<file path="config.mk">
export PLATFORM = sky130hd
export DESIGN_NAME = regfile_mp
export DESIGN_NICKNAME = d
export VERILOG_FILES = /design/src/rtl/regfile_mp.sv
export SDC_FILE = /design/constraint.sdc
export NUM_CORES = 2
export LEC_CHECK = 0
export BUFFER_PORTS_ARGS = -buffer_cell sky130_fd_sc_hd__buf_4
export CAP_MARGIN = 20
export CORE_MARGIN = 8
export CORE_UTILIZATION = 30
export CTS_CLUSTER_SIZE = 8
export DETAILED_ROUTE_END_ITERATION = 6
export GPL_ROUTABILITY_DRIVEN = 1
export PLACE_DENSITY_LB_ADDON = 0.2
export SETUP_SLACK_MARGIN = 0.15
export SYNTH_ARGS = -nofsm -noshare
export SYNTH_HDL_FRONTEND = slang
export SYNTH_SLANG_ARGS = --single-unit
</file>
<file path="constraint.sdc">
create_clock -name clk -period 60.9 [get_ports clk]
set_clock_uncertainty 0.05 [all_clocks]
set_input_delay 6.09 -clock clk [delete_from_list [all_inputs] [get_ports clk]]
set_output_delay 6.09 -clock clk [all_outputs]
set_load 0.005 [all_outputs]
</file>
<file path="src/rtl/regfile_mp.sv">
// Multi-port integer register file: two write ports (port 1 has priority), write-first
// forwarding on every read port, and a per-register pending-write scoreboard with a busy count.
module regfile_mp #(
  parameter int               XLEN    = 32,
  parameter int               NREGS   = 32,
  parameter int               NRD     = 2,
  parameter int               SP_IDX  = 2,
  parameter logic [XLEN-1:0]  SP_INIT = 32'h0000_8000,
  localparam int              AW      = $clog2(NREGS)
) (
  input  logic                clk,
  input  logic                rst,
  input  logic [NRD*AW-1:0]   raddr,
  output logic [NRD*XLEN-1:0] rdata,
  output logic [NRD-1:0]      rbusy,
  input  logic                wen0,
  input  logic [AW-1:0]       waddr0,
  input  logic [XLEN-1:0]     wdata0,
  input  logic                wen1,
  input  logic [AW-1:0]       waddr1,
  input  logic [XLEN-1:0]     wdata1,
  input  logic                mark_en,
  input  logic [AW-1:0]       mark_addr,
  output logic [AW:0]         pend_cnt
);

  logic [XLEN-1:0]  r_mem [NREGS];
  logic [NREGS-1:0] r_busy;
  logic [NREGS-1:0] w_busy_nxt;
  logic             w_we0;
  logic             w_we1;

  assign w_we0 = wen0 && (waddr0 != '0);
  assign w_we1 = wen1 && (waddr1 != '0);

  // A new reservation supersedes a retiring producer, so mark wins over clear.
  always_comb begin
    w_busy_nxt = r_busy;
    for (int r = 1; r < NREGS; r++) begin
      if (mark_en && (mark_addr == AW'(r)))
        w_busy_nxt[r] = 1'b1;
      else if ((w_we0 && (waddr0 == AW'(r))) || (w_we1 && (waddr1 == AW'(r))))
        w_busy_nxt[r] = 1'b0;
    end
    w_busy_nxt[0] = 1'b0;
  end

  // NOTE: the whole array is reset here because the architecture defines reset register
  // contents (SP gets a non-zero value); a plain storage array would normally skip reset.
  always_ff @(posedge clk or posedge rst) begin
    if (rst) begin
      for (int i = 0; i < NREGS; i++)
        r_mem[i] <= (i == SP_IDX) ? SP_INIT : '0;
      r_busy   <= '0;
      pend_cnt <= '0;
    end else begin
      if (w_we0)
        r_mem[waddr0] <= wdata0;
      // Port 1 is assigned last, so on an address collision its data is what gets stored.
      if (w_we1)
        r_mem[waddr1] <= wdata1;
      r_busy   <= w_busy_nxt;
      pend_cnt <= (AW+1)'($countones(w_busy_nxt));
    end
  end

  for (genvar k = 0; k < NRD; k++) begin : g_rd
    logic [AW-1:0] w_a;
    logic          w_hit0;
    logic          w_hit1;

    assign w_a    = raddr[k*AW +: AW];
    assign w_hit0 = wen0 && (waddr0 == w_a);
    assign w_hit1 = wen1 && (waddr1 == w_a);

    assign rdata[k*XLEN +: XLEN] = (w_a == '0) ? '0     :
                                   w_hit1      ? wdata1 :
                                   w_hit0      ? wdata0 : r_mem[w_a];

    // A write arriving this cycle is forwarded, so the reader need not stall on it.
    assign rbusy[k] = (w_a != '0) && r_busy[w_a] && !w_hit0 && !w_hit1;
  end

endmodule

</file>
==> run metrics <==
ratio of cells with drive above 1 in the final layout=0.183; EDFF count, synth=0; Syn Area/Cell=10.5 um^2; Util after Layout=0.335; startpoint types=primary input; Slowest-stage cell, CP=or3b_2; crit-path max cell delay=0.82 ns; post-synth design cell area=between 0.06 and 0.07 mm^2; Period Utilization, post-route=0.275; drt first pass iters=6; status=finished, final reports clean; worst min path class=flop to flop; vias in the first global route=53724; Max VDD drop=0.0000593 V; area grow syn2layout=11.0%; Die Wd=492 um; final hold viol count=0; DPL Wire Length=approximately 190 mm; worst skew pair latency=0.82 ns; most used flip-flop cell after synthesis=dfrtp_1; IO buf count=around 170; Setup TNS=0 ns; via density per instance=5.98; clk slew on worst S/H paths=about 0.050 ns; DRC=0; DR iter-0 viols=6630; synthesized instance count=6461; RSZ-0062 raised after global routing=false; relative slew slack=0.204; clk buf depth=3; max_cap viols=0; Most common cell on crit path=buf_4; FFs w/ async S/R, synth=1.00; Initial Utilization=0.302; hold_ws=0.342 ns; Yosys Warn Count=0; I/O pins=roughly 170; Lkg Pwr=approximately 32 nW; Synth cell types=57; post-layout min period=between 15 and 20 ns; Chip Height=492 um; critical path capture point type=output port; CTS tree=built; final setup fails=0; final WL=~320 mm; row count=174; Num CTS Buffers=152; Setup WS pre-CTS=44.28 ns; CP max FO=41; Pwr Density=about 35 mW/mm^2; CTS Root Cell=clkbuf_16; Post-CTS Repair Setup Buffers=0; total of cells resized after clock tree synthesis=0; Antenna Nets Post-Route=0; all-layer global routing usage=0.256; #FFs+latches synth=approximately 1100; DR WL/cell=35.0 um; CTS Hold Bufs=0; Setup CP Type=primary input to output port; largest net degree at the start of global routing=104; sequential fraction of the synthesis area=0.391; initial antenna violation count=20; worst-margin pin slew=1.19 ns; Sink Count=1061; die area=0.242 mm^2; syn nets=about 6600; CTS H-tree lvls=4; worst reg2reg setup slack=roughly 55 ns; fin worst setup slack=approximately 44 ns; Via Count=54853; first-pass GRT wire length=446 mm; final max-slew violation count=0; critical path arrival=10.62 ns; upper clock frequency limit=59.7 MHz; Final Power=2.65 mW; critical-path cell list=buf_8, buf_4, buf_4, or3b_2, buf_4, o221ai_1, a211oi_1, nor4_1, a221o_1, buf_4; Worst EP required=54.76 ns; gpl congestion=0.895; grt ovf=0; CORE AREA=0.225 mm^2; final net count=6263
==> worst paths after layout <==
check	from	to	cells past startpoint
worst min register to register	r_mem[1013]$_DFF_PP0_	r_mem[1013]$_DFF_PP0_	0
worst max register to register	r_busy[24]$_DFF_PP0_	pend_cnt[4]$_DFF_PP0_	17
min in group asynchronous	rst	r_mem[191]$_DFF_PP0_	2
worst max-delay path	raddr[6]	rdata[50]	10
max in group asynchronous	rst	r_mem[968]$_DFF_PP0_	6
worst min-delay path	r_mem[1013]$_DFF_PP0_	r_mem[1013]$_DFF_PP0_	0
==> metrics by stage <==
step / cell area (um^2) / instances
2_1_floorplan: 67800 / 6461
3_3_place_gp: 70900 / 8958
3_5_place_dp: 71000 / 8966
4_1_cts: 75200 / 9153
5_1_grt: 75300 / 9168
6_report: 75300 / 9175
==> layer usage <==
layer	up-vias	wire [um]	track usage	share of wire
li1	22912	-	-	-
met5	-	120	0	0.00037
met4	18	21200	0.147	0.066
met1	28191	126000	0.319	0.39
met2	2863	149000	0.413	0.46
met3	869	24800	0.0530	0.077
==> synth_stat cells, types with 4 or more instances <==
cell type	instances	area (um^2)
a211oi_1	64	480
a21o_1	4	30.0
a21oi_1	514	2570
a221o_1	62	621
a221oi_1	60	526
a22o_1	67	587
a32o_1	8	80.1
a32oi_1	7	61.3
and2_1	7	43.8
and3_1	7	43.8
buf_1	71	267
buf_2	170	851
buf_4	71	533
buf_6	12	135
clkbuf_1	491	1840
clkbuf_2	5	25.0
dfrtp_1	1060	26500
fa_1	23	460
ha_1	7	87.6
inv_1	41	154
mux2_2	122	1370
mux2i_1	1189	11900
mux4_2	407	9170
nand2_1	614	2300
nand2b_1	14	87.6
nand3_1	5	25.0
nand4_1	6	37.5
nor2_1	549	2060
nor2_2	8	50.1
nor2b_1	47	294
nor3_1	9	45.0
nor3b_1	6	45.0
nor4_1	64	400
o211a_1	60	601
o21a_1	4	30.0
o21ai_0	428	2140
o21ai_1	63	315
o221ai_1	64	561
xnor2_1	14	123
xor2_1	9	78.8
==> cell type report <==
class | instances | area [um^2]
antenna | 11 | 27.5
inverter | 41 | 161
multi-input combinational | 4539 | 38000
clock buffer | 173 | 3960
timing repair buffer | 344 | 2710
fill | 22384 | 150000
sequential | 1061 | 26600
clock inverter | 14 | 204
tap | 2992 | 3740
==> where the power goes <==
part           internal [mW]  switching, mW
Combinational          0.398          0.410
Clock                  0.455          0.345
Sequential             0.894          0.148
Total                   1.75          0.903
==> cell families after synthesis <==
| group | share of synthesized area |
|---|---|
| mux | 0.331 |
| compound gates | 0.128 |
| simple gates | 0.0827 |
| flops | 0.391 |
| buf+inv | 0.0561 |
| fa+ha+maj | 0.00808 |
| xor+xnor | 0.00297 |
==> state kept, by name, summed over array words and instances (netlist names) <==
signal    flops
r_mem      1024
r_busy       31
pend_cnt      6
==> placed cells by master (no fill, tap or decap), types with 5 or more instances in the layout <==
cell / count
nor4_1: 64
diode_2: 11
nand4_1: 6
dfrtp_1: 1060
o211a_1: 60
nor2_1: 538
nand2b_1: 14
a221o_1: 62
a32o_1: 8
nor2b_1: 42
a21oi_1: 514
nor2b_4: 5
a32oi_1: 7
o221ai_1: 64
nor2_4: 20
o21ai_0: 428
and3_4: 5
fa_1: 23
nor3_1: 6
a22o_1: 67
ha_1: 7
nand3_1: 5
inv_1: 40
clkbuf_1: 16
a211oi_1: 64
xnor2_1: 14
a221oi_1: 60
mux2_2: 122
buf_4: 330
xor2_1: 9
clkinv_8: 5
mux4_2: 407
clkbuf_16: 154
nand2_1: 587
o21ai_1: 63
nand2_4: 27
mux2i_1: 1189
==> critical path, delay by kind of cell <==
family                 cells  cell delay, ns
AND/OR/NAND/NOR            2            0.92
buffers and inverters      5            2.51
AO/OA/AOI/OAI              3            0.90
No activity file was read; power rests on OpenSTA's default activity.
